**config.mk**
```make
export PLATFORM = sky130hd
export DESIGN_NAME = mlp_layer_sequencer_flat
export DESIGN_NICKNAME = d
export VERILOG_FILES = /design/src/rtl/mlp_layer_sequencer_if.sv /design/src/rtl/mlp_layer_sequencer.sv /design/src/flat_wrapper.sv
export SDC_FILE = /design/constraint.sdc
export NUM_CORES = 1
export LEC_CHECK = 0
export ABC_AREA = 1
export BUFFER_PORTS_ARGS = -buffer_cell sky130_fd_sc_hd__buf_4
export CORE_MARGIN = 8
export CORE_UTILIZATION = 35
export CTS_CLUSTER_SIZE = 24
export DETAILED_ROUTE_END_ITERATION = 10
export PLACE_DENSITY_LB_ADDON = 0.08
export REMOVE_ABC_BUFFERS = 1
export SLEW_MARGIN = 20
export SYNTH_ARGS = -nofsm -noshare
export SYNTH_HDL_FRONTEND = slang
export SYNTH_SLANG_ARGS = --single-unit
```
**constraint.sdc**
```tcl
create_clock -name clk -period 1.2 [get_ports clk]
set_clock_uncertainty 0.15 [all_clocks]
set_input_delay 0.06 -clock clk [delete_from_list [all_inputs] [get_ports clk]]
set_output_delay 0.06 -clock clk [all_outputs]
set_load 0.03 [all_outputs]
```
**src/rtl/mlp_layer_sequencer_if.sv**
```systemverilog
// ---------------------------------------------------------------------------
// mlp_layer_sequencer_if
//   Control bundle between the MLP layer sequencer and the shared neuron
//   datapath / top-level control.
//
//   init    : start request (to sequencer)
//   hold    : datapath stall (to sequencer)
//   busy    : sequencer is running
//   done    : one-cycle completion pulse
//   layer   : current weight layer index
//   neuron  : current neuron index
//   tap     : current input index within the neuron
//   acc_clr : load bias into accumulator
//   acc_en  : multiply-accumulate one tap
//   act_wr  : write activated result to the ping-pong buffer
//   in_sel  : 1 = MAC operand from external input, 0 = from buffer
//   wr_buf  : ping-pong buffer written by act_wr
//   out_buf : buffer that holds the final layer outputs
//
//   master : the sequencer side
//   slave  : the control/datapath side
// ---------------------------------------------------------------------------
interface mlp_layer_sequencer_if #(
    parameter int M = 3,
    parameter int N = 3
);
    localparam int LW = ($clog2(M - 1) < 1) ? 1 : $clog2(M - 1);
    localparam int NW = ($clog2(N) < 1) ? 1 : $clog2(N);

    logic          init;
    logic          hold;
    logic          busy;
    logic          done;
    logic [LW-1:0] layer;
    logic [NW-1:0] neuron;
    logic [NW-1:0] tap;
    logic          acc_clr;
    logic          acc_en;
    logic          act_wr;
    logic          in_sel;
    logic          wr_buf;
    logic          out_buf;

    modport master (
        input  init, hold,
        output busy, done, layer, neuron, tap,
        output acc_clr, acc_en, act_wr, in_sel, wr_buf, out_buf
    );

    modport slave (
        output init, hold,
        input  busy, done, layer, neuron, tap,
        input  acc_clr, acc_en, act_wr, in_sel, wr_buf, out_buf
    );
endinterface

```
**src/rtl/mlp_layer_sequencer.sv**
```systemverilog
// ---------------------------------------------------------------------------
// mlp_layer_sequencer
//   Walks one shared neuron datapath over every neuron of every weight
//   layer: per neuron one bias-load cycle, N multiply-accumulate cycles and
//   one write cycle, layer-major then neuron then tap. Holds no data.
//
//   clk  : clock, all state on the rising edge
//   nrst : synchronous active-low reset
//   bus  : control bundle (master side), see mlp_layer_sequencer_if
// ---------------------------------------------------------------------------
module mlp_layer_sequencer #(
    parameter int M = 3,
    parameter int N = 3
) (
    input  logic                   clk,
    input  logic                   nrst,
    mlp_layer_sequencer_if.master  bus
);
    localparam int LW = ($clog2(M - 1) < 1) ? 1 : $clog2(M - 1);
    localparam int NW = ($clog2(N) < 1) ? 1 : $clog2(N);

    localparam logic [LW-1:0] LAYER_LAST = LW'(M - 2);
    localparam logic [NW-1:0] IDX_LAST   = NW'(N - 1);
    // Final layer M-2 writes buffer (M-2) mod 2.
    localparam logic          OUT_BUF    = 1'((M - 2) % 2);

    typedef enum logic [2:0] {
        S_IDLE,
        S_BIAS,
        S_MAC,
        S_WRITE,
        S_DONE
    } state_e;

    state_e        state_q,  state_d;
    logic [LW-1:0] layer_q,  layer_d;
    logic [NW-1:0] neuron_q, neuron_d;
    logic [NW-1:0] tap_q,    tap_d;
    logic          busy_q,   busy_d;

    always_comb begin
        // NOTE: every signal gets a default before the case so no path
        // leaves it unassigned, which would otherwise infer a latch.
        state_d  = state_q;
        layer_d  = layer_q;
        neuron_d = neuron_q;
        tap_d    = tap_q;

        unique case (state_q)
            S_IDLE: begin
                if (bus.init && !bus.hold) begin
                    state_d  = S_BIAS;
                    layer_d  = '0;
                    neuron_d = '0;
                    tap_d    = '0;
                end
            end
            S_BIAS: begin
                if (!bus.hold) begin
                    state_d = S_MAC;
                    tap_d   = '0;
                end
            end
            S_MAC: begin
                if (!bus.hold) begin
                    if (tap_q == IDX_LAST) begin
                        state_d = S_WRITE;
                    end else begin
                        tap_d = tap_q + NW'(1);
                    end
                end
            end
            S_WRITE: begin
                if (!bus.hold) begin
                    tap_d = '0;
                    if (neuron_q != IDX_LAST) begin
                        state_d  = S_BIAS;
                        neuron_d = neuron_q + NW'(1);
                    end else if (layer_q != LAYER_LAST) begin
                        state_d  = S_BIAS;
                        neuron_d = '0;
                        layer_d  = layer_q + LW'(1);
                    end else begin
                        // Last neuron of last layer: indices return to 0.
                        state_d  = S_DONE;
                        neuron_d = '0;
                        layer_d  = '0;
                    end
                end
            end
            // hold has no effect here; DONE always lasts exactly one cycle.
            S_DONE:  state_d = S_IDLE;
            default: state_d = S_IDLE;
        endcase

        busy_d = (state_d != S_IDLE);
    end

    always_ff @(posedge clk) begin
        // NOTE: sequential state uses non-blocking assignments so every
        // flop samples its pre-edge inputs regardless of statement order.
        if (!nrst) begin
            state_q  <= S_IDLE;
            layer_q  <= '0;
            neuron_q <= '0;
            tap_q    <= '0;
            busy_q   <= 1'b0;
        end else begin
            state_q  <= state_d;
            layer_q  <= layer_d;
            neuron_q <= neuron_d;
            tap_q    <= tap_d;
            busy_q   <= busy_d;
        end
    end

    // Strobes are decoded from the current state and gated by hold so a
    // stalled cycle issues nothing to the datapath.
    assign bus.acc_clr = (state_q == S_BIAS)  && !bus.hold;
    assign bus.acc_en  = (state_q == S_MAC)   && !bus.hold;
    assign bus.act_wr  = (state_q == S_WRITE) && !bus.hold;
    assign bus.done    = (state_q == S_DONE);
    assign bus.busy    = busy_q;

    assign bus.layer   = layer_q;
    assign bus.neuron  = neuron_q;
    assign bus.tap     = tap_q;

    // Layer l writes buffer l mod 2 and reads the other one, so a buffer
    // is never read and written within the same layer.
    assign bus.in_sel  = (layer_q == '0);
    assign bus.wr_buf  = layer_q[0];
    assign bus.out_buf = OUT_BUF;
endmodule

```
**src/flat_wrapper.sv**
```systemverilog
// flat-port wrapper written by rule: the top's interface ports become plain ports
module mlp_layer_sequencer_flat 
#(
    parameter int M = 3,
    parameter int N = 3
)
  (clk, nrst, bus_init, bus_hold, bus_busy, bus_done, bus_layer, bus_neuron, bus_tap, bus_acc_clr, bus_acc_en, bus_act_wr, bus_in_sel, bus_wr_buf, bus_out_buf);
  mlp_layer_sequencer_if #(.M(M), .N(N)) bus_i ();
  input  logic clk;
  input  logic nrst;
  input wire logic [$bits(bus_i.init)-1:0] bus_init;
  input wire logic [$bits(bus_i.hold)-1:0] bus_hold;
  output wire logic [$bits(bus_i.busy)-1:0] bus_busy;
  output wire logic [$bits(bus_i.done)-1:0] bus_done;
  output wire logic [$bits(bus_i.layer)-1:0] bus_layer;
  output wire logic [$bits(bus_i.neuron)-1:0] bus_neuron;
  output wire logic [$bits(bus_i.tap)-1:0] bus_tap;
  output wire logic [$bits(bus_i.acc_clr)-1:0] bus_acc_clr;
  output wire logic [$bits(bus_i.acc_en)-1:0] bus_acc_en;
  output wire logic [$bits(bus_i.act_wr)-1:0] bus_act_wr;
  output wire logic [$bits(bus_i.in_sel)-1:0] bus_in_sel;
  output wire logic [$bits(bus_i.wr_buf)-1:0] bus_wr_buf;
  output wire logic [$bits(bus_i.out_buf)-1:0] bus_out_buf;
  assign bus_i.init = bus_init;
  assign bus_i.hold = bus_hold;
  assign bus_busy = bus_i.busy;
  assign bus_done = bus_i.done;
  assign bus_layer = bus_i.layer;
  assign bus_neuron = bus_i.neuron;
  assign bus_tap = bus_i.tap;
  assign bus_acc_clr = bus_i.acc_clr;
  assign bus_acc_en = bus_i.acc_en;
  assign bus_act_wr = bus_i.act_wr;
  assign bus_in_sel = bus_i.in_sel;
  assign bus_wr_buf = bus_i.wr_buf;
  assign bus_out_buf = bus_i.out_buf;
  mlp_layer_sequencer #(.M(M), .N(N)) u_core (.clk(clk), .nrst(nrst), .bus(bus_i));
endmodule
```
After elaboration in Yosys (flattened, before gate mapping):

Index checks and enable logic that the tools add are counted.

* logic and storage cells: 55
* flip-flop bits (word level): 9
* input port bits: 4
* output and inout port bits: 13

* bitwise gates (word level): 1
* mux-type cells: 21
* equality and inequality tests: 12
* reduce and logical (&&, ||, !) cells: 13
* add/subtract/negate cells: 3

Operator list (count)
* two-way mux 3 bit: 7
* two-way mux 2 bit: 6
* != test 2 bit (second input constant): 6
* case mux 3 bit (4 select lines): 1
* equality test 3 x 2 -> 1 bit (second input constant): 2
* case mux 2 bit (3 select lines): 1
* nonzero test 3 bit: 2
* AND reduction 5 bit: 1
* adder 2 x 1 -> 2 bit (second input constant): 2
* logical AND 1 bit: 4
* two-way mux 1 bit: 4
* case mux 2 bit (2 select lines): 1
* AND reduction 4 bit: 1
* equality test 3 x 1 -> 1 bit (second input constant): 1
* equality test 3 bit (second input constant): 1
* logical NOT 3 bit: 1
* AND reduction 3 bit: 1
* equality test 2 bit (second input constant): 1
* != test 2 x 1 -> 1 bit (second input constant): 1
* case mux 1 bit (2 select lines): 1
* nonzero test 2 bit: 1
* OR reduction 2 bit: 1
* adder 1 bit (second input constant): 1
* logical NOT 1 bit: 1
* NOT 1 bit: 1

Depth between registers and ports, before layout:

* depth in word-level cells: 5
* depth in mapped cells: 8
* depth with buffers taken out: 8

Least setup slack after synthesis:

No wires, ideal clock.

* path type: register to register
* start point: register u_core.layer_q, in the netlist u_core.bus.layer
* end point: register u_core.busy_q, in the netlist u_core.bus.busy
* cell stages (with the launch flop): 8
* slack: -316 ps
* library setup time: 118 ps
* buffers on the path: 0
* arrival: 1248 ps
* period minus slack after synthesis: 1516 ps
* required time: 932 ps
* cell sequence: dfxtp_1 inv_1 nor2_1 nand2_1 nand2_1 nand2_1 o21bai_2 nand2_1

* word-level cells in the longest chain between the ends: 5

Ends and longest elaborated chain
* from (decl): line mlp_layer_sequencer.sv:36 `logic [LW-1:0] layer_q, layer_d;`
* from (signal assigned): line mlp_layer_sequencer.sv:110 `layer_q <= layer_d;`
* two-way mux 3 bit: line mlp_layer_sequencer.sv:79 `end else if (layer_q != LAYER_LAST) begin`
* two-way mux 3 bit: line mlp_layer_sequencer.sv:76 `if (neuron_q != IDX_LAST) begin`
* two-way mux 3 bit: line mlp_layer_sequencer.sv:74 `if (!bus.hold) begin`
* case mux 3 bit (4 select lines): line mlp_layer_sequencer.sv:49 `unique case (state_q)`
* nonzero test 3 bit: line mlp_layer_sequencer.sv:96 `busy_d = (state_d != S_IDLE);`
* to (signal assigned): line mlp_layer_sequencer.sv:113 `busy_q <= busy_d;`
* to (decl): line mlp_layer_sequencer.sv:39 `logic busy_q, busy_d;`

Every way passes these cells.
A chain may end at the register's enable or synchronous reset.

Worst setup path after layout:

* start point: register u_core.state_q[0]
* end point: output bus_acc_en

* word-level cells in the longest chain between the ends: 2

Ends and longest elaborated chain
* from (decl): line mlp_layer_sequencer.sv:35 `state_e state_q, state_d;`
* from (signal assigned): line mlp_layer_sequencer.sv:109 `state_q <= state_d;`
* equality test 3 x 2 -> 1 bit: line mlp_layer_sequencer.sv:120 `assign bus.acc_en = (state_q == S_MAC) && !bus.hold;`
* logical AND 1 bit: line mlp_layer_sequencer.sv:120
* to (decl): line flat_wrapper.sv:19 `output wire logic [$bits(bus_i.acc_en)-1:0] bus_acc_en;`

Every way passes these cells.

==> reports/metrics.yaml <==
outcome:
  outcome: "finished with violations"
  violations: "setup timing"
yosys:
  yosysWarningCount: 0
  synth_top_area_share_pct: 31.1
  synth_seq_area_share_pct: 31.1
  synthTopCellsByArea: "dfxtp_1 (31%), nand2_1 (12%), inv_1 (9.1%), nor2_1 (8.4%), nand2_2 (4.3%)"
  syn-instance-count: 88
  yosysTopAreaCell: "dfxtp_1"
  syn-cell-area_um2: 579
  yosysUniqueCellTypes: 22
  ys_ff_latch: 9
  postSynthAreaPerCell_um2: 6.58
die:
  die_area_um2: 3210
  die_w_um: 56.7
  initial_core_util_pct: 38.0
  core_area_um2: 1520
  placementRows: 14
  die_height_um: 56.7
  io_pins: 17
layout:
  diodes: 0
  area_growth_pct: 70.6
  stdcell_count: 139
  final_layout_size_suffix_gt1_share_pct: 55.3
  seqCellArea_um2: 194
  multiInputGateArea_um2: 393
  nFillCells: 153
  fin_nets: 129
place:
  place.gp.congestion: 0.758
  dpl.hpwl_mm: 1.04
  portBuffers: 15
  dp_cells: 125
power:
  cellPowerDensity_nw_per_um2: 865
  irDropWorstVdd_v: 0.000539
  p_leak_nw: 0.509
critical_path:
  path_cells: "buf_6 -> buf_6 -> nor3_2 -> buf_4"
  crit_arrival_ps: 1150
  path_delay_family: "buffers and inverters"
  slowest_stage: "dfxtp_4"
  critical_path.most_common_cell: "buf_6"
  crit_fanout: 4
  crit_buf_inv: 3
  max_stage_delay_ps: 370
  cp-end-kind: "output port"
  critPathLaunchType: "flip-flop"
  path_class: "reg2out"
  required_ps: 990
clocking:
  cts_buffers: 3
  clk_latency_ps: 260
  clock_sinks: 9
  ctsRootBufferMaster: "clkbuf_4"
  tritoncts: "done"
  h-tree-depth: 1
  clk_pin_slew_worst_paths_ps: 60
  clockBufferDepth: 2
sta:
  setup_violations: 11
  hold_viol: 0
  slew_violations: 0
  period_needed_ps: 1360
  fin_setup_tns_ps: -1040
  setup_slack_ps: -158
  fin_crit_sh_pct: 113
  rsz0062_at_grt: "true"
  clock.fmax_mhz: 736
  whs_ps: 44.4
route:
  routed_via_density: 4.65
  drc: 0
  antenna_left: 0
  totalWireLength_mm: 1.54
  drt_iter0_drc: 10
  vias: 646
  wl_per_cell_um: 11.1
  firstDrtPassIters: 4
global_route:
  antenna_found_initial: 0
  grt_pass1_wl_mm: 2.46
  grt_max_degree: 9
  overflow: 0
  grt_usage_pct: 9.50
  grt_pass1_vias: 608
job:
  drv_cap: 0
worst_hold_path:
  hold_path.class: "in2reg"
[synth_stat cells]
cell	instances
nand2_1	19
inv_1	14
nor2_1	13
dfxtp_1	9
nand3_1	5
nand2_2	4
a21oi_1	3
nor2_2	3
a21oi_2	2
buf_4	2
nor3_1	2
o21ai_0	2
a22oi_1	1
clkbuf_2	1
conb_1	1
ha_1	1
inv_2	1
nand2_4	1
nand3_2	1
nor2_8	1
o21ai_1	1
o21bai_2	1
[where the power goes]
| group | internal [mW] | switching (mW) | total, mW |
|---|---|---|---|
| Combinational | 0.125 | 0.157 | 0.282 |
| Sequential | 0.317 | 0.0189 | 0.336 |
| Clock | 0.128 | 0.109 | 0.237 |
[layout by cell type (no fill, tap or decap), drive strengths merged]
| master | count |
|---|---|
| nor2 | 17 |
| o21bai | 1 |
| conb | 1 |
| buf | 33 |
| o21ai | 3 |
| nand3 | 6 |
| inv | 15 |
| a22oi | 1 |
| ha | 1 |
| a21oi | 5 |
| nor3 | 2 |
| clkbuf | 4 |
| dlygate4sd3 | 1 |
| nand2 | 24 |
| dfxtp | 9 |
[per-layer routing]
| metal | vias to the layer above | global-route usage (%) | routed length [um] |
|---|---|---|---|
| li1 | 334 | - | - |
| met1 | 299 | 10.3 | 680 |
| met2 | 11 | 14.7 | 783 |
| met3 | 2 | 3.60 | 58 |
| met4 | 0 | 6.87 | 14 |
| met5 | - | 0 | 0 |
[path summary, 6_finish.rpt]
check	start	end	slack, ps	cells past startpoint
min	bus_hold	u_core.state_q[2]	40	4
min reg2reg	u_core.bus.tap[1]	u_core.bus.tap[1]	370	2
max	u_core.state_q[0]	bus_acc_en	-160	4
max reg2reg	u_core.state_q[1]	u_core.bus.layer	-110	6
[tightest hold or removal path: stages]
cell and delay, ps:
buf_4 130, nor2_1 50, nand2_1 100, nor2_2 60
[timing repair]
item,4_1_cts,5_1_grt
hold buffers,1,0
gates resized for setup,24,11
setup buffers,6,3
pin swaps,7,5
endpoints found under the setup margin,11,12
hold endpoints to repair,7,0
[layout make-up]
class                      instances  share of cell area, %
clock buffer                       4                   2.66
inverter                          15                   5.95
multi-input combinational         61                   39.7
tap                               16                   2.03
sequential                         9                   19.6
timing repair buffer              34                   30.0
[cell families (layout without fill, tap and decap cells)]
group / after synthesis / after routing / synth area share, %
simple gates: 49 / 49 / 41.5
buf+inv: 18 / 53 / 13.2
compound gates: 10 / 10 / 11.4
flops: 9 / 9 / 31.1
fa+ha+maj: 1 / 1 / 2.16
other cells: 1 / 1 / 0.647
[sequential cells by signal (all words and copies together), names as in the netlist]
| signal | flops |
|---|---|
| u_core.state_q | 3 |
| u_core.bus.neuron | 2 |
| u_core.bus.tap | 2 |
| u_core.bus.busy | 1 |
| u_core.bus.layer | 1 |
[stage by stage]
stage	worst slack, ps	total power, mW	instance area [um^2]	utilization, %
floorplan	-582	0.476	559	-
global placement	-111	0.574	759	49.8
detailed placement	-103	0.575	759	49.8
CTS	-161	0.854	932	61.2
global route	-204	0.913	988	64.9
finish	-158	0.855	988	64.9
Note: power is estimated with default switching activity, not from simulation.
